**src/rtl/pl_hazard_ctrl_if.sv**
```systemverilog
// Pipeline-register fields consumed by the hazard controller and the controls it returns.
// The master side is the pipeline datapath; the slave side is pl_hazard_ctrl.
interface pl_hazard_ctrl_if #(
  parameter int unsigned CNT_W = 32
);
  logic [4:0]       Rn_dec;
  logic [4:0]       Rm_dec;
  logic             use_a;
  logic             use_b;
  logic             blt_dec;
  logic             brtaken_dec;
  logic [4:0]       Rd_ex;
  logic             regwr_ex;
  logic             mem2reg_ex;
  logic             setflags_ex;
  logic [4:0]       Rd_mem;
  logic             regwr_mem;
  logic [4:0]       Rd_wb;
  logic             regwr_wb;
  logic [1:0]       fwd_a;
  logic [1:0]       fwd_b;
  logic             pc_hold;
  logic             ifrf_hold;
  logic             rfex_bubble;
  logic             ifrf_flush;
  logic             hazard_err;
  logic [CNT_W-1:0] stall_cnt;
  logic [CNT_W-1:0] flush_cnt;

  modport master (
    output Rn_dec, Rm_dec, use_a, use_b, blt_dec, brtaken_dec,
    output Rd_ex, regwr_ex, mem2reg_ex, setflags_ex,
    output Rd_mem, regwr_mem, Rd_wb, regwr_wb,
    input  fwd_a, fwd_b, pc_hold, ifrf_hold, rfex_bubble, ifrf_flush,
    input  hazard_err, stall_cnt, flush_cnt
  );

  modport slave (
    input  Rn_dec, Rm_dec, use_a, use_b, blt_dec, brtaken_dec,
    input  Rd_ex, regwr_ex, mem2reg_ex, setflags_ex,
    input  Rd_mem, regwr_mem, Rd_wb, regwr_wb,
    output fwd_a, fwd_b, pc_hold, ifrf_hold, rfex_bubble, ifrf_flush,
    output hazard_err, stall_cnt, flush_cnt
  );
endinterface

```
**src/rtl/pl_hazard_ctrl.sv**
```systemverilog
// Decode-stage hazard controller: operand forwarding selects, load-use/flag stalls,
// taken-branch flush of if_2_rf, and saturating stall/flush statistics.
module pl_hazard_ctrl #(
  parameter int unsigned FLUSH_CYC = 1,
  parameter int unsigned STALL_MAX = 4,
  parameter int unsigned CNT_W     = 32
) (
  input  logic                clk,
  input  logic                reset,
  pl_hazard_ctrl_if.slave     hz
);

  localparam int unsigned RunW = $clog2(STALL_MAX + 1);
  localparam logic [RunW-1:0] RunMax   = RunW'(STALL_MAX);
  localparam logic [RunW-1:0] RunLast  = RunW'(STALL_MAX - 1);
  localparam logic [2:0]      FlushInit = 3'(FLUSH_CYC - 1);

  typedef enum logic [0:0] {StRun, StFlush} state_e;

  state_e           state_q, state_d;
  logic [2:0]       fcnt_q, fcnt_d;
  logic [RunW-1:0]  run_q, run_d;
  logic             err_q, err_d;
  logic [CNT_W-1:0] stall_cnt_q, stall_cnt_d;
  logic [CNT_W-1:0] flush_cnt_q, flush_cnt_d;

  logic load_use, flag_haz, stall, flush;

  // X31 is the zero register, so it never sources a forward.
  function automatic logic [1:0] fwd_sel(
    input logic [4:0] src,
    input logic [4:0] rd_ex, input logic wr_ex, input logic ld_ex,
    input logic [4:0] rd_mem, input logic wr_mem,
    input logic [4:0] rd_wb, input logic wr_wb
  );
    logic [1:0] sel;
    sel = 2'b00;
    if (src != 5'd31) begin
      if (wr_ex && rd_ex == src && !ld_ex) sel = 2'b01;
      else if (wr_mem && rd_mem == src)    sel = 2'b10;
      else if (wr_wb && rd_wb == src)      sel = 2'b11;
    end
    return sel;
  endfunction

  always_comb begin
    load_use = hz.mem2reg_ex && hz.regwr_ex && hz.Rd_ex != 5'd31 &&
               ((hz.use_a && hz.Rd_ex == hz.Rn_dec) || (hz.use_b && hz.Rd_ex == hz.Rm_dec));
    flag_haz = hz.blt_dec && hz.setflags_ex;
    // Decode holds a squashed NOP during FLUSH, so nothing there can stall.
    stall    = (load_use || flag_haz) && state_q == StRun;
    flush    = state_q == StFlush;
  end

  always_ff @(posedge clk or negedge reset) begin
    if (!reset) begin
      state_q     <= StRun;
      fcnt_q      <= '0;
      run_q       <= '0;
      err_q       <= 1'b0;
      stall_cnt_q <= '0;
      flush_cnt_q <= '0;
    end else begin
      state_q     <= state_d;
      fcnt_q      <= fcnt_d;
      run_q       <= run_d;
      err_q       <= err_d;
      stall_cnt_q <= stall_cnt_d;
      flush_cnt_q <= flush_cnt_d;
    end
  end

  always_comb begin
    state_d = state_q;
    fcnt_d  = fcnt_q;
    unique case (state_q)
      StRun: begin
        // A stalled branch is re-evaluated once the stall clears.
        if (hz.brtaken_dec && !stall) begin
          state_d = StFlush;
          fcnt_d  = FlushInit;
        end
      end
      StFlush: begin
        if (fcnt_q == 3'd0) state_d = StRun;
        else                fcnt_d  = fcnt_q - 3'd1;
      end
      default: state_d = StRun;
    endcase

    run_d = '0;
    if (stall) run_d = (run_q == RunMax) ? run_q : run_q + RunW'(1);
    err_d = err_q || (stall && run_q >= RunLast);

    stall_cnt_d = stall_cnt_q;
    if (stall && stall_cnt_q != '1) stall_cnt_d = stall_cnt_q + CNT_W'(1);
    flush_cnt_d = flush_cnt_q;
    if (flush && flush_cnt_q != '1) flush_cnt_d = flush_cnt_q + CNT_W'(1);
  end

  always_comb begin
    hz.fwd_a       = 2'b00;
    hz.fwd_b       = 2'b00;
    hz.pc_hold     = 1'b0;
    hz.ifrf_hold   = 1'b0;
    hz.rfex_bubble = 1'b0;
    hz.ifrf_flush  = 1'b0;
    if (reset) begin
      hz.fwd_a       = fwd_sel(hz.Rn_dec, hz.Rd_ex, hz.regwr_ex, hz.mem2reg_ex,
                               hz.Rd_mem, hz.regwr_mem, hz.Rd_wb, hz.regwr_wb);
      hz.fwd_b       = fwd_sel(hz.Rm_dec, hz.Rd_ex, hz.regwr_ex, hz.mem2reg_ex,
                               hz.Rd_mem, hz.regwr_mem, hz.Rd_wb, hz.regwr_wb);
      hz.pc_hold     = stall;
      hz.ifrf_hold   = stall;
      hz.rfex_bubble = stall;
      hz.ifrf_flush  = flush;
    end
    hz.hazard_err = err_q;
    hz.stall_cnt  = stall_cnt_q;
    hz.flush_cnt  = flush_cnt_q;
  end

endmodule

```
**src/flat_wrapper.sv**
```systemverilog
// flat-port wrapper written by rule: the top's interface ports become plain ports
module pl_hazard_ctrl_flat 
#(
  parameter int unsigned FLUSH_CYC = 1,
  parameter int unsigned STALL_MAX = 4,
  parameter int unsigned CNT_W     = 32
)
  (clk, reset, hz_Rn_dec, hz_Rm_dec, hz_use_a, hz_use_b, hz_blt_dec, hz_brtaken_dec, hz_Rd_ex, hz_regwr_ex, hz_mem2reg_ex, hz_setflags_ex, hz_Rd_mem, hz_regwr_mem, hz_Rd_wb, hz_regwr_wb, hz_fwd_a, hz_fwd_b, hz_pc_hold, hz_ifrf_hold, hz_rfex_bubble, hz_ifrf_flush, hz_hazard_err, hz_stall_cnt, hz_flush_cnt);
  pl_hazard_ctrl_if #(.CNT_W(CNT_W)) hz_i ();
  input  logic clk;
  input  logic reset;
  input wire logic [$bits(hz_i.Rn_dec)-1:0] hz_Rn_dec;
  input wire logic [$bits(hz_i.Rm_dec)-1:0] hz_Rm_dec;
  input wire logic [$bits(hz_i.use_a)-1:0] hz_use_a;
  input wire logic [$bits(hz_i.use_b)-1:0] hz_use_b;
  input wire logic [$bits(hz_i.blt_dec)-1:0] hz_blt_dec;
  input wire logic [$bits(hz_i.brtaken_dec)-1:0] hz_brtaken_dec;
  input wire logic [$bits(hz_i.Rd_ex)-1:0] hz_Rd_ex;
  input wire logic [$bits(hz_i.regwr_ex)-1:0] hz_regwr_ex;
  input wire logic [$bits(hz_i.mem2reg_ex)-1:0] hz_mem2reg_ex;
  input wire logic [$bits(hz_i.setflags_ex)-1:0] hz_setflags_ex;
  input wire logic [$bits(hz_i.Rd_mem)-1:0] hz_Rd_mem;
  input wire logic [$bits(hz_i.regwr_mem)-1:0] hz_regwr_mem;
  input wire logic [$bits(hz_i.Rd_wb)-1:0] hz_Rd_wb;
  input wire logic [$bits(hz_i.regwr_wb)-1:0] hz_regwr_wb;
  output wire logic [$bits(hz_i.fwd_a)-1:0] hz_fwd_a;
  output wire logic [$bits(hz_i.fwd_b)-1:0] hz_fwd_b;
  output wire logic [$bits(hz_i.pc_hold)-1:0] hz_pc_hold;
  output wire logic [$bits(hz_i.ifrf_hold)-1:0] hz_ifrf_hold;
  output wire logic [$bits(hz_i.rfex_bubble)-1:0] hz_rfex_bubble;
  output wire logic [$bits(hz_i.ifrf_flush)-1:0] hz_ifrf_flush;
  output wire logic [$bits(hz_i.hazard_err)-1:0] hz_hazard_err;
  output wire logic [$bits(hz_i.stall_cnt)-1:0] hz_stall_cnt;
  output wire logic [$bits(hz_i.flush_cnt)-1:0] hz_flush_cnt;
  assign hz_i.Rn_dec = hz_Rn_dec;
  assign hz_i.Rm_dec = hz_Rm_dec;
  assign hz_i.use_a = hz_use_a;
  assign hz_i.use_b = hz_use_b;
  assign hz_i.blt_dec = hz_blt_dec;
  assign hz_i.brtaken_dec = hz_brtaken_dec;
  assign hz_i.Rd_ex = hz_Rd_ex;
  assign hz_i.regwr_ex = hz_regwr_ex;
  assign hz_i.mem2reg_ex = hz_mem2reg_ex;
  assign hz_i.setflags_ex = hz_setflags_ex;
  assign hz_i.Rd_mem = hz_Rd_mem;
  assign hz_i.regwr_mem = hz_regwr_mem;
  assign hz_i.Rd_wb = hz_Rd_wb;
  assign hz_i.regwr_wb = hz_regwr_wb;
  assign hz_fwd_a = hz_i.fwd_a;
  assign hz_fwd_b = hz_i.fwd_b;
  assign hz_pc_hold = hz_i.pc_hold;
  assign hz_ifrf_hold = hz_i.ifrf_hold;
  assign hz_rfex_bubble = hz_i.rfex_bubble;
  assign hz_ifrf_flush = hz_i.ifrf_flush;
  assign hz_hazard_err = hz_i.hazard_err;
  assign hz_stall_cnt = hz_i.stall_cnt;
  assign hz_flush_cnt = hz_i.flush_cnt;
  pl_hazard_ctrl #(.FLUSH_CYC(FLUSH_CYC), .STALL_MAX(STALL_MAX), .CNT_W(CNT_W)) u_core (.clk(clk), .reset(reset), .hz(hz_i));
endmodule
```
**config.mk**
```make
export PLATFORM = sky130hd
export DESIGN_NAME = pl_hazard_ctrl_flat
export DESIGN_NICKNAME = d
export VERILOG_FILES = /design/src/rtl/pl_hazard_ctrl_if.sv /design/src/rtl/pl_hazard_ctrl.sv /design/src/flat_wrapper.sv
export SDC_FILE = /design/constraint.sdc
export NUM_CORES = 1
export LEC_CHECK = 0
export ABC_AREA = 1
export BUFFER_PORTS_ARGS = -buffer_cell sky130_fd_sc_hd__buf_2
export CELL_PAD_IN_SITES_DETAIL_PLACEMENT = 1
export CELL_PAD_IN_SITES_GLOBAL_PLACEMENT = 2
export CORE_MARGIN = 1
export CORE_UTILIZATION = 27
export DETAILED_ROUTE_END_ITERATION = 8
export PLACE_DENSITY_LB_ADDON = 0.3
export SLEW_MARGIN = 20
export SYNTH_ARGS = -nofsm -noshare
export SYNTH_HDL_FRONTEND = slang
export SYNTH_SLANG_ARGS = --single-unit
```
**constraint.sdc**
```tcl
create_clock -name clk -period 1.7 [get_ports clk]
set_clock_uncertainty 0.15 [all_clocks]
set_input_delay 0.085 -clock clk [delete_from_list [all_inputs] [get_ports clk]]
set_output_delay 0.085 -clock clk [all_outputs]
set_load 0.03 [all_outputs]
```
Word level (Yosys, flattened, before mapping)
Cells that the tools add are included. Widths: inputs -> output; s select.

Flip-flop bits (word level): 72. Logic and storage cells: 73. Output and inout bits: 73. Input bits: 36.

Equal/unequal tests: 15. Add/subtract/negate cells: 4. Muxes and demuxes: 20. Bitwise logic cells: 1. Reductions and logical operators: 26. Magnitude comparators: 1.

Operators by type and width (number): $add 32x1->32 const B (2); $ne 32x32->1 const B (2); $eq 5x5->1 (6); $mux 2 (10); $logic_and 1x1->1 (19); $ne 5x5->1 const B (3); $mux 3 (4); $ne 2x2->1 const B (3); $pmux 3 s2 (1); $mux 1 (4); $add 3x1->3 const B (1); $eq 3x3->1 const B (1); $ge 3x2->1 const B (1); $logic_not 3->1 (1); $logic_or 1x1->1 (3); $sub 3x1->3 const B (1); $logic_not 1->1 (2); $pmux 1 s2 (1); $reduce_and 2->1 (1); $not 1->1 (1).

Longest topological paths before layout
Gate-level depths: netlist of run 1.

Depth after elaboration: 10. Depth in mapped cells: 12.

Worst setup path after synthesis of run 1
No wires, ideal clock.

Kind: register to register. Start point: register u_core.flush_cnt_q[1] (netlist: u_core.hz.flush_cnt[1]). End point: register u_core.flush_cnt_q[20] (netlist: u_core.hz.flush_cnt[20]). Stages on the path, launching flop included: 12. Arrival: 1.891 ns. Library setup time: 0.118 ns. Setup slack: -0.459 ns. Path through: dfrtp_1 > ha_1 > nand3_2 > nor2_4 > nand2_2 > nor4_4 > nand2_1 > nand2_2 > inv_2 > buf_2 > nand3_1 > nand2_1.

Cells in the longest elaborated chain, start to end: 2. Elaborated cells between the ends (all ways): 3. Classes of those cells: add/sub: 1; eq/ne: 1; reduce/logical: 1.

Ends and longest elaborated chain: from (decl) (line pl_hazard_ctrl.sv:25) `logic [CNT_W-1:0] flush_cnt_q, flush_cnt_d;`; from (signal assigned) (line pl_hazard_ctrl.sv:69) `flush_cnt_q <= flush_cnt_d;`; parallel branches: the longest is 2 deep, another holds $add 32x1->32.

Several ways; the timed one is not identified. A chain may end at the register's enable or synchronous reset.

Final worst setup path of run 1
Start point: register u_core.stall_cnt_q[2] (netlist: u_core.hz.stall_cnt[2]). End point: register u_core.stall_cnt_q[17] (netlist: u_core.hz.stall_cnt[17]).

Cells in the longest elaborated chain, start to end: 2. Elaborated cells between the ends (all ways): 3. Classes of those cells: add/sub: 1; eq/ne: 1; reduce/logical: 1.

Ends and longest elaborated chain: from (decl) (line pl_hazard_ctrl.sv:24) `logic [CNT_W-1:0] stall_cnt_q, stall_cnt_d;`; from (signal assigned) (line pl_hazard_ctrl.sv:68) `stall_cnt_q <= stall_cnt_d;`; parallel branches: the longest is 2 deep, another holds $add 32x1->32.

Several ways; the timed one is not identified.

==> insert_results.sql, run 1 <==
INSERT INTO impl_metrics (metric_group, metric, value, unit) VALUES
('outcome', 'run_status', 'finished with violations', ''),
('outcome', 'failing_checks', 'hold timing, setup timing', ''),
('cts', 'htree_num_levels', '3', ''),
('yosys', 'post_synth_and_or_nand_nor_area_fraction', '41.2', '%'),
('yosys', 'synth_seq_cells', '72', ''),
('critical_path', 'startpoint', 'u_core.hz.stall_cnt[2]$_DFFE_PN0P_', ''),
('pwr', 'power.net_switching', '1900', 'uW'),
('layout', 'multiInputGateArea', '3490', 'um^2'),
('sta', 'setup_viol_count_final', '64', ''),
('floorplanning', 'die_area', '19900', 'um^2'),
('min_path', 'hold-path-cell-count', '5', ''),
('yosys', 'synth_top_family_by_area', 'simple AND/OR/NAND/NOR gates', ''),
('yosys', 'ys_dominant_reg_cell', 'dfrtp_1', ''),
('critical_path', 'critPathMaxStageDelay', '380', 'ps'),
('job', 'timing.max_cap.violations', '0', ''),
('layout', 'final_nets', '1108', ''),
('pwr', 'combinationalPowerShare', '31.0', '%'),
('yosys', 'yosysWarningCount', '0', ''),
('critical_path', 'r2r_setup_slack', '-190', 'ps'),
('critical_path', 'path_max_fanout', '6', ''),
('critical_path', 'rr_endpoint', 'u_core.hz.stall_cnt[17]$_DFFE_PN0P_', ''),
('cts', 'clkSinkCount', '72', ''),
('routing', 'vias', '6153', ''),
('floorplanning', 'floorplan.initialDensity', '27.7', '%'),
('global_route', 'grt_max_degree', '45', ''),
('yosys', 'synthArstFlopShare', '100', '%'),
('place', 'last_weighted_congestion_value_of_the_routability_driven_placer', '0.845', ''),
('min_path', 'hold_end', 'u_core.flush$_DFF_PN0_', ''),
('sta', 'finalCritPeriodShare', '111', '%'),
('pwr', 'switching_share', '33.9', '%'),
('cts', 'cts.root.buffer_cell', 'clkbuf_16', ''),
('pwr', 'power_frac_seq', '35.4', '%'),
('global_route', 'via_count_of_the_first_global_routing_pass', '6446', ''),
('cts', 'clk_slew_on_worst_s_h_paths', '60', 'ps'),
('floorplanning', 'dieHeight', '141', 'um'),
('pwr', 'p_int', '3710', 'uW'),
('sta', 'number_of_max_slew_violations_in_the_final_report', '0', ''),
('routing', 'drc', '0', ''),
('routing', 'detailedRoute.firstIterationViolations', '167', ''),
('routing', 'post_drt_wl_per_cell', '15.6', 'um'),
('layout', 'finish.utilization', '44.8', '%'),
('routing', 'm1WireLength', '9120', 'um'),
('sta', 'unrepaired_setup_endpoints_after_global_routing', 'true', ''),
('global_route', 'grt_overflow', '0', ''),
('sta', 'final_hold_vio_count', '1', ''),
('yosys', 'synth.top_cells.by_area', 'dfrtp_1 35%, nand2_1 21%, nand4_1 6.1%, inv_1 6.1%, xor2_1 5.7%', ''),
('place', 'detailed_place_hpwl', '15600', 'um'),
('sta', 'timing.max_slew.rel_slack', '58.1', '%'),
('yosys', 'synthDominantAreaCellType', 'dfrtp_1', ''),
('sta', 'fin_crit', '1890', 'ps'),
('yosys', 'yosys-mux-area-fraction', '0', '%'),
('yosys', 'synth.top_cell.area_share', '34.5', '%'),
('critical_path', 'end_kind', 'flop', ''),
('pwr', 'power.clock.fraction', '33.6', '%'),
('critical_path', 'cp_data_arrival_time', '2020', 'ps'),
('yosys', 'yosysUniqueCellTypes', '35', ''),
('sta', 'hold_slack', '-24.1', 'ps'),
('global_route', 'grt_use_total', '21.1', '%'),
('routing', 'total_detailed_routing_wirelength', '20700', 'um'),
('critical_path', 'required', '1830', 'ps'),
('yosys', 'synth_compound_gate_area_share', '4.58', '%'),
('sta', 'layout_setup_ws', '-192', 'ps'),
('layout', 'layout-drive-gt1-share', '44.6', '%'),
('global_route', 'global_route_wire_length_before_repair', '32800', 'um'),
('place', 'postPlaceCellArea', '7360', 'um^2'),
('cts', 'max-clock-path-buffers', '2', ''),
('critical_path', 'crit_slowest_cell', 'dfrtp_2', ''),
('critical_path', 'criticalPathCategory', 'reg2reg', ''),
('layout', 'area.sequential', '1830', 'um^2'),
('yosys', 'synth_enable_flop_cells', '0', ''),
('min_path', 'hold_path.class', 'in2reg', '');
[power by group through the flow]
stage | combinational [uW] | sequential, uW | clock (uW)
after detailed placement | 1430 | 2040 | 0
final | 1740 | 1980 | 1880
after floorplan | 519 | 2260 | 0
after CTS | 1620 | 1980 | 1940
after global routing | 1900 | 2000 | 2000
after global placement | 1420 | 2030 | 0
[cell families (layout without fill, tap and decap cells)]
logic type / after synthesis / in the layout
buffers and inverters: 112 / 406
XOR/XNOR: 52 / 52
AO/OA/AOI/OAI: 43 / 43
AND/OR/NAND/NOR: 490 / 490
flip-flops: 72 / 72
adder cells (fa/ha/maj): 7 / 7
[final cells by class]
| type | instances | area share (%) |
|---|---|---|
| clock buffers | 16 | 3.33 |
| inverters | 91 | 4.19 |
| multi-input cells | 592 | 41.3 |
| flip-flops and latches | 72 | 21.7 |
| well taps | 260 | 3.85 |
| repair buffers | 299 | 25.6 |
[per-stage QoR]
step | setup slack [ps] | std cells | TNS, ps | total power [uW] | hold slack [ps]
after CTS | -143 | 1321 | -5890 | 5550 | 31.3
after global placement | -172 | 1287 | -3900 | 3440 | 82.7
final | -192 | 1330 | -9300 | 5610 | -24.1
after global routing | -275 | 1330 | -14940 | 5900 | 35.5
after floorplan | -248 | 776 | -8140 | 2780 | -361
after detailed placement | -217 | 1287 | -6830 | 3470 | 92.7
[worst register-to-register path: cells and delay by family, from the launching register on]
family	cells	cell delay (ps)
flops	1	380
simple gates	9	980
buf+inv	2	320
[sequential cells by signal, summed over array words and instances, names as in the netlist]
| signal | count |
|---|---|
| u_core.hz.flush_cnt | 32 |
| u_core.fcnt_q | 3 |
| u_core.hz.stall_cnt | 32 |
| u_core.hz.hazard_err | 1 |
| u_core.run_q | 3 |
| u_core.flush | 1 |
[placed cells by master, fill, tap and decap left out, types with 3 or more instances in the layout]
| cell | n |
|---|---|
| nand2_1 | 227 |
| dfrtp_2 | 25 |
| inv_2 | 6 |
| nor3_2 | 7 |
| nand3_1 | 22 |
| nor3_1 | 12 |
| buf_12 | 6 |
| ha_1 | 5 |
| o22ai_1 | 7 |
| nor2_2 | 20 |
| nand4_1 | 51 |
| inv_1 | 82 |
| a21oi_1 | 9 |
| o21ai_2 | 4 |
| clkbuf_8 | 3 |
| nor3_4 | 3 |
| buf_2 | 106 |
| clkbuf_16 | 12 |
| clkbuf_1 | 4 |
| nand2_4 | 20 |
| buf_4 | 177 |
| nand3_2 | 8 |
| o21ai_1 | 10 |
| buf_6 | 3 |
| xor2_1 | 32 |
| nor4_2 | 4 |
| nand3b_1 | 3 |
| dfrtp_1 | 47 |
| nand2_2 | 47 |
| o21ai_0 | 9 |
| nor2_1 | 48 |
| xnor2_1 | 18 |
| nor2_4 | 10 |
[what timing repair did]
action / 4_1_cts / 5_1_grt
gates cloned: 2 / 3
hold buffers: 1 / 0
endpoints found under the hold margin: 72 / 0
buffers inserted: 15 / 6
setup endpoints to repair: 64 / 71
gates resized for setup: 37 / 113
pin swaps: 12 / 16
[metal layers]
layer | vias to the layer above | track usage (%)
met5 | - | 0
met4 | 0 | 6.01
met3 | 19 | 2.92
met2 | 90 | 39.0
met1 | 2981 | 25.4
li1 | 3063 | -
[worst max-delay path by stage]
stage	endpoint
after detailed placement	u_core.hz.flush_cnt[28]$_DFFE_PN0P_
after global placement	u_core.hz.flush_cnt[25]$_DFFE_PN0P_
after floorplan	u_core.hz.flush_cnt[30]$_DFFE_PN0P_
after CTS	u_core.hz.flush_cnt[4]$_DFFE_PN0P_
after global routing	u_core.hz.flush_cnt[9]$_DFFE_PN0P_
final	u_core.hz.stall_cnt[17]$_DFFE_PN0P_
No activity file was read; power rests on OpenSTA's default activity.
==> inputs of run 2 (changes only) <==
--- a/config.mk
+++ b/config.mk
@@ -10,7 +10,7 @@
 export CELL_PAD_IN_SITES_DETAIL_PLACEMENT = 1
 export CELL_PAD_IN_SITES_GLOBAL_PLACEMENT = 2
 export CORE_MARGIN = 1
-export CORE_UTILIZATION = 27
+export CORE_UTILIZATION = 25
 export DETAILED_ROUTE_END_ITERATION = 8
 export PLACE_DENSITY_LB_ADDON = 0.3
 export SLEW_MARGIN = 20
==> run 2 against run 1 <==
The flow finishes with violations (setup timing). Setup slack worse by 2.6 ps. Via count up 1.1%. First-iteration DRC count down 8.4%. Utilization down 2.7 points. Total power up 3.7%. Final area up 1.6%. Global-route usage down 1.2 points. Worst hold slack better by 92 ps. Sequential power about the same. Routed wire length up 1.7%. Maximum frequency down 0.14%. Critical path type unchanged. Largest power group unchanged. Highest routed layer unchanged.
==> insert_results.sql, run 2 (synthesized netlist as in run 1, its figures left out) <==
INSERT INTO impl_metrics (metric_group, metric, value, unit) VALUES
('layout', 'layout_commonest_cell', 'nand2_1', ''),
('floorplanning', 'core_region_area', '20400', 'um^2'),
('pwr', 'power_per_cell_area', '678', 'nW/um^2'),
('layout', 'final_nets', '1122', ''),
('floorplanning', 'dieHeight', '146', 'um'),
('cts', 'clk_slew_on_worst_s_h_paths', '60', 'ps'),
('sta', 'setup_viol_count_final', '63', ''),
('cts', 'cts_made_buffers', '9', ''),
('pwr', 'power_frac_seq', '34.3', '%'),
('pwr', 'power.net_switching', '1950', 'uW'),
('sta', 'hold_slack', '67.9', 'ps'),
('global_route', 'grt_antenna_before_repair', '0', ''),
('floorplanning', 'floorplan.rows', '52', ''),
('floorplanning', 'floorplan.initialDensity', '25.6', '%'),
('place', 'last_weighted_congestion_value_of_the_routability_driven_placer', '0.861', ''),
('routing', 'drt_pass1_iterations', '4', ''),
('global_route', 'grt_max_degree', '48', ''),
('routing', 'ant_nets_after_route', '0', ''),
('critical_path', 'end_kind', 'flop', ''),
('place', 'detailed_place_hpwl', '15800', 'um'),
('sta', 'layout_setup_ws', '-194', 'ps'),
('routing', 'total_detailed_routing_wirelength', '21100', 'um'),
('job', 'timing.max_cap.violations', '0', ''),
('outcome', 'run_status', 'finished with violations', ''),
('sta', 'unrepaired_setup_endpoints_after_global_routing', 'true', ''),
('critical_path', 'worst_setup_path_start_kind', 'flop', ''),
('floorplanning', 'ioPinCount', '109', ''),
('sta', 'fin_crit', '1890', 'ps'),
('routing', 'drc', '0', ''),
('floorplanning', 'die_area', '21400', 'um^2'),
('sta', 'final_hold_vio_count', '0', ''),
('sta', 'post_route_setup_tns', '-8430', 'ps'),
('critical_path', 'cp_data_arrival_time', '2020', 'ps'),
('global_route', 'via_count_of_the_first_global_routing_pass', '6580', ''),
('pwr', 'switching_share', '33.6', '%'),
('place', 'place_worst_setup_slack', '-170', 'ps'),
('cts', 'cts.root.buffer_cell', 'clkbuf_16', ''),
('routing', 'via_per_inst', '4.59', ''),
('layout', 'area_growth_syn_to_layout', '64.5', '%'),
('sta', 'timing.max_slew.rel_slack', '55.9', '%'),
('pwr', 'power.clock.fraction', '34.2', '%'),
('routing', 'detailedRoute.firstIterationViolations', '153', ''),
('layout', 'fillCellCount', '2577', ''),
('pwr', 'combinationalPowerShare', '31.5', '%'),
('pwr', 'p_leak', '0.00451', 'uW'),
('sta', 'number_of_max_slew_violations_in_the_final_report', '0', ''),
('layout', 'leading_cell_types_in_the_layout_fill_and_taps_excluded', '220 x nand2_1, 191 x buf_4, 104 x buf_2', ''),
('layout', 'layout-drive-gt1-share', '44.9', '%'),
('cts', 'tritoncts', 'built', ''),
('global_route', 'global_route_wire_length_before_repair', '33600', 'um'),
('min_path', 'hold_path.class', 'in2reg', ''),
('cts', 'max-clock-path-buffers', '2', ''),
('outcome', 'failing_checks', 'setup timing', ''),
('critical_path', 'required', '1820', 'ps'),
('cts', 'clk-insertion-delay-late', '340', 'ps'),
('critical_path', 'r2r_setup_slack', '-190', 'ps'),
('layout', 'antenna_cells', '0', ''),
('critical_path', 'criticalPathCategory', 'reg2reg', ''),
('floorplanning', 'chipWidth', '146', 'um'),
('critical_path', 'path_max_fanout', '18', ''),
('pwr', 'ir_worst_vdd', '0.767', 'mV'),
('place', 'buffer_ports.inserted', '108', ''),
('routing', 'vias', '6219', ''),
('global_route', 'grt_overflow', '0', ''),
('pwr', 'finalPower', '5820', 'uW'),
('pwr', 'p_int', '3860', 'uW'),
('routing', 'post_drt_wl_per_cell', '15.6', 'um'),
('cts', 'htree_num_levels', '3', ''),
('sta', 'max_slew.worst_pin.slew', '662', 'ps'),
('cts', 'clkSinkCount', '72', ''),
('sta', 'finalCritPeriodShare', '111', '%'),
('sta', 'maxClockFrequency', '528', 'MHz'),
('global_route', 'grt_use_total', '19.9', '%');
## run 2: per-stage QoR
| stage | std cells | cell area (um^2) | utilization [%] |
|---|---|---|---|
| 2_1_floorplan | 776 | 5390 | - |
| 3_3_place_gp | 1317 | 7550 | 37.1 |
| 3_5_place_dp | 1317 | 7550 | 37.1 |
| 4_1_cts | 1345 | 8100 | 39.8 |
| 5_1_grt | 1354 | 8580 | 42.1 |
| 6_report | 1354 | 8580 | 42.1 |
## run 2: worst paths after layout
| kind | startpoint | to | depth (start not counted) |
|---|---|---|---|
| min reg2reg | u_core.hz.hazard_err$_DFF_PN0_ | u_core.hz.hazard_err$_DFF_PN0_ | 2 |
| min | hz_brtaken_dec | u_core.fcnt_q[2]$_DFFE_PN0P_ | 6 |
| max | u_core.hz.flush_cnt[13]$_DFFE_PN0P_ | u_core.hz.flush_cnt[2]$_DFFE_PN0P_ | 11 |
| max in group asynchronous | reset | u_core.hz.flush_cnt[0]$_DFFE_PN0P_ | 3 |
| max reg2reg | u_core.hz.flush_cnt[13]$_DFFE_PN0P_ | u_core.hz.flush_cnt[2]$_DFFE_PN0P_ | 11 |
| min in group asynchronous | reset | u_core.hz.stall_cnt[31]$_DFFE_PN0P_ | 2 |
## run 2: layout make-up
cell class | instances | area (um^2) | share of cell area, %
clock buffers | 13 | 260 | 3.03
multi-input cells | 592 | 3480 | 40.5
inverters | 91 | 358 | 4.17
repair inverters | 3 | 42.5 | 0.496
repair buffers | 310 | 2230 | 26.0
flip-flops and latches | 72 | 1830 | 21.4
clock inverters | 3 | 40.0 | 0.467
well taps | 270 | 338 | 3.94
## run 2: power groups by stage
| stage | Sequential [uW] | Clock [uW] | Combinational, uW |
|---|---|---|---|
| 6_report | 1990 | 1990 | 1830 |
| 5_1_grt | 2000 | 2100 | 1990 |
| 4_1_cts | 1990 | 2050 | 1710 |
| 3_5_place_dp | 2010 | 0 | 1560 |
| 3_3_place_gp | 2000 | 0 | 1550 |
| 2_1_floorplan | 2260 | 0 | 519 |
## run 2: what timing repair did
action | CTS | global route
buffers inserted | 9 | 6
gates cloned | 2 | 3
gates resized for setup | 41 | 112
pin swaps | 3 | 15
hold endpoints to repair | 72 | 0
endpoints found under the setup margin | 66 | 72
hold buffers | 1 | 0
## run 2: routing by layer
metal	wire length, um	track usage (%)	up-vias
met3	517	2.84	16
li1	-	-	3106
met5	0	0	-
met1	9320	24.1	3016
met2	11000	36.7	81
met4	291	5.21	0
## run 2: critical path, stage by stage, from the launching register on
cell     delay (ps)
dfrtp_1         390
nand2_1         120
inv_1           100
nand3_1         140
nor4_4          280
nand2_2         110
nand2_4         140
buf_12          140
inv_16           60
nand2_1          60
nand2_1          40
nand2_1          60
==> inputs of run 3 (changes only) <==
--- a/config.mk
+++ b/config.mk
@@ -7,8 +7,6 @@
 export LEC_CHECK = 0
 export ABC_AREA = 1
 export BUFFER_PORTS_ARGS = -buffer_cell sky130_fd_sc_hd__buf_2
-export CELL_PAD_IN_SITES_DETAIL_PLACEMENT = 1
-export CELL_PAD_IN_SITES_GLOBAL_PLACEMENT = 2
 export CORE_MARGIN = 1
 export CORE_UTILIZATION = 25
 export DETAILED_ROUTE_END_ITERATION = 8
==> run 3 against run 2 <==
The flow still finishes with violations (setup timing). Flip-flop and latch count did not move. Global-route usage fell by 2.3 points. Non-clock buffer count fell by 15. Clock power rose by 14%.
==> insert_results.sql, run 3 (synthesized netlist as in run 1, its figures left out) <==
INSERT INTO impl_metrics (metric_group, metric, value, unit) VALUES
('outcome', 'run_status', 'finished with violations', ''),
('outcome', 'failing_checks', 'setup timing', ''),
('floorplanning', 'core_region_area', '20400', 'um^2'),
('routing', 'ant_nets_after_route', '0', ''),
('cts', 'cts.root.buffer_cell', 'clkbuf_16', ''),
('sta', 'maxClockFrequency', '550', 'MHz'),
('job', 'timing.max_cap.violations', '0', ''),
('floorplanning', 'chipWidth', '146', 'um'),
('sta', 'finalCritPeriodShare', '107', '%'),
('critical_path', 'path_cells', 'nand2_4 > nor3_4 > nand3_2 > nor2_4 > nand4_4 > buf_6 > buf_16 > nand4_1 > nand2_1', ''),
('sta', 'unrepaired_setup_endpoints_after_global_routing', 'true', ''),
('place', 'dpl.cell_count', '1288', ''),
('routing', 'detailedRoute.firstIterationViolations', '356', ''),
('routing', 'total_detailed_routing_wirelength', '18500', 'um'),
('min_path', 'hp-start', 'hz_brtaken_dec', ''),
('global_route', 'grt_overflow', '0', ''),
('floorplanning', 'floorplan.initialDensity', '25.6', '%'),
('cts', 'clk_slew_on_worst_s_h_paths', '70', 'ps'),
('floorplanning', 'ioPinCount', '109', ''),
('routing', 'drc', '0', ''),
('critical_path', 'critical_path_buf_inv_count', '2', ''),
('floorplanning', 'dieHeight', '146', 'um'),
('pwr', 'p_leak', '0.00436', 'uW'),
('critical_path', 'worst_setup_path_start_kind', 'flop', ''),
('sta', 'post_route_setup_tns', '-3640', 'ps'),
('place', 'last_weighted_congestion_value_of_the_routability_driven_placer', '0.896', ''),
('layout', 'antenna_cells', '0', ''),
('sta', 'fin_crit', '1820', 'ps'),
('layout', 'final_nets', '1104', ''),
('critical_path', 'required', '1780', 'ps'),
('layout', 'fillCellCount', '2105', ''),
('layout', 'area_growth_syn_to_layout', '60.2', '%'),
('floorplanning', 'die_area', '21400', 'um^2'),
('min_path', 'hold_path.class', 'in2reg', ''),
('critical_path', 'end_kind', 'flop', ''),
('cts', 'max-clock-path-buffers', '2', ''),
('routing', 'vias', '6045', ''),
('min_path', 'hold_end', 'u_core.flush$_DFF_PN0_', ''),
('place', 'buffer_ports.inserted', '108', ''),
('global_route', 'global_route_wire_length_before_repair', '29800', 'um'),
('routing', 'drt_pass1_iterations', '7', ''),
('cts', 'clkSinkCount', '72', ''),
('critical_path', 'criticalPathCategory', 'reg2reg', ''),
('routing', 'via_per_inst', '4.52', ''),
('critical_path', 'r2r_setup_slack', '-120', 'ps'),
('cts', 'htree_num_levels', '3', ''),
('layout', 'leading_cell_types_in_the_layout_fill_and_taps_excluded', '262 x nand2_1, 169 x buf_4, 101 x buf_2', ''),
('sta', 'final_hold_vio_count', '0', ''),
('sta', 'timing.max_slew.rel_slack', '70.7', '%'),
('place', 'detailed_place_hpwl', '13800', 'um'),
('critical_path', 'path_max_fanout', '8', ''),
('critical_path', 'cp_data_arrival_time', '1900', 'ps'),
('min_path', 'hold-path-cell-count', '5', ''),
('cts', 'clk-insertion-delay-late', '350', 'ps'),
('sta', 'layout_setup_ws', '-118', 'ps'),
('routing', 'post_drt_wl_per_cell', '13.9', 'um'),
('global_route', 'grt_use_total', '17.7', '%'),
('cts', 'tritoncts', 'built', ''),
('global_route', 'via_count_of_the_first_global_routing_pass', '5831', ''),
('sta', 'setup_viol_count_final', '62', ''),
('global_route', 'grt_max_degree', '67', ''),
('floorplanning', 'floorplan.rows', '52', ''),
('critical_path', 'rr_endpoint', 'u_core.hz.stall_cnt[8]$_DFFE_PN0P_', ''),
('sta', 'hold_slack', '39.7', 'ps'),
('layout', 'layout_commonest_cell', 'nand2_1', ''),
('pwr', 'power_per_cell_area', '712', 'nW/um^2'),
('sta', 'number_of_max_slew_violations_in_the_final_report', '0', ''),
('critical_path', 'crit_slowest_cell', 'dfrtp_2', ''),
('cts', 'cts_made_buffers', '9', ''),
('critical_path', 'critPathMaxStageDelay', '390', 'ps'),
('sta', 'max_slew.worst_pin.slew', '439', 'ps'),
('critical_path', 'worst_r2r_startpoint', 'u_core.hz.stall_cnt[7]$_DFFE_PN0P_', ''),
('global_route', 'grt_antenna_before_repair', '0', ''),
('critical_path', 'cp_top_family', 'simple AND/OR/NAND/NOR gates', ''),
('layout', 'layout-drive-gt1-share', '40.6', '%'),
('pwr', 'ir_worst_vdd', '0.788', 'mV'),
('layout', 'finish.cell_count_without_fillers', '1336', ''),
('critical_path', 'r2r.worst_path.cells', '9', '');
## run 3: metal layers
layer / track usage, % / vias to the layer above / share of wire (%)
met5: 0 / - / 0
met4: 5.21 / 0 / 1.9
met3: 3.47 / 26 / 3.9
met2: 29.3 / 135 / 48
met1: 23.2 / 2824 / 47
li1: - / 3060 / -
## run 3: how the worst max path moves through the flow
stage / slack [ps] / endpoint / cells past startpoint / startpoint
final: -120 / u_core.hz.stall_cnt[8]$_DFFE_PN0P_ / 9 / u_core.hz.stall_cnt[7]$_DFFE_PN0P_
after global routing: -210 / u_core.hz.flush_cnt[30]$_DFFE_PN0P_ / 10 / u_core.hz.flush_cnt[1]$_DFFE_PN0P_
after CTS: -120 / u_core.hz.flush_cnt[3]$_DFFE_PN0P_ / 11 / u_core.hz.flush_cnt[0]$_DFFE_PN0P_
after detailed placement: -150 / u_core.hz.flush_cnt[29]$_DFFE_PN0P_ / 8 / u_core.hz.flush_cnt[3]$_DFFE_PN0P_
after global placement: -150 / u_core.hz.flush_cnt[29]$_DFFE_PN0P_ / 8 / u_core.hz.flush_cnt[3]$_DFFE_PN0P_
after floorplan: -250 / u_core.hz.flush_cnt[30]$_DFFE_PN0P_ / 11 / u_core.hz.flush_cnt[0]$_DFFE_PN0P_
## run 3: metrics by stage
step	cell area, um^2	total power, uW	utilization [%]	setup slack (ps)
2_1_floorplan	5390	2780	-	-248
3_3_place_gp	7310	3460	35.9	-150
3_5_place_dp	7310	3470	35.9	-151
4_1_cts	8120	5920	39.9	-118
5_1_grt	8360	6230	41.0	-208
6_report	8360	5950	41.0	-118
## run 3: area by class of cell
cell class | count | area [um^2] | share of cell area [%]
sequential | 72 | 1830 | 21.9
tap | 270 | 338 | 4.04
timing repair buffer | 295 | 2180 | 26.1
clock inverter | 5 | 104 | 1.24
inverter | 91 | 349 | 4.18
multi-input combinational | 592 | 3310 | 39.6
clock buffer | 11 | 243 | 2.91
## run 3: power by group
| group | internal [uW] | switching (uW) |
|---|---|---|
| sequential | 1850 | 133 |
| combinational | 739 | 955 |
| clock | 1480 | 798 |
## run 3: what timing repair did
item / in CTS / in global routing
endpoints found under the setup margin: 67 / 69
setup buffers: 23 / 6
gates resized for setup: 52 / 57
endpoints found under the hold margin: 72 / 0
pin swaps: 24 / 36
hold buffers: 1 / 0
cloned: 4 / 1
## run 3: worst register-to-register path, cell delays in order (launching register included)
cell,delay (ps)
dfrtp_2,390
nand2_4,60
nor3_4,230
nand3_2,120
nor2_4,130
nand4_4,130
buf_6,180
buf_16,140
nand4_1,100
nand2_1,70
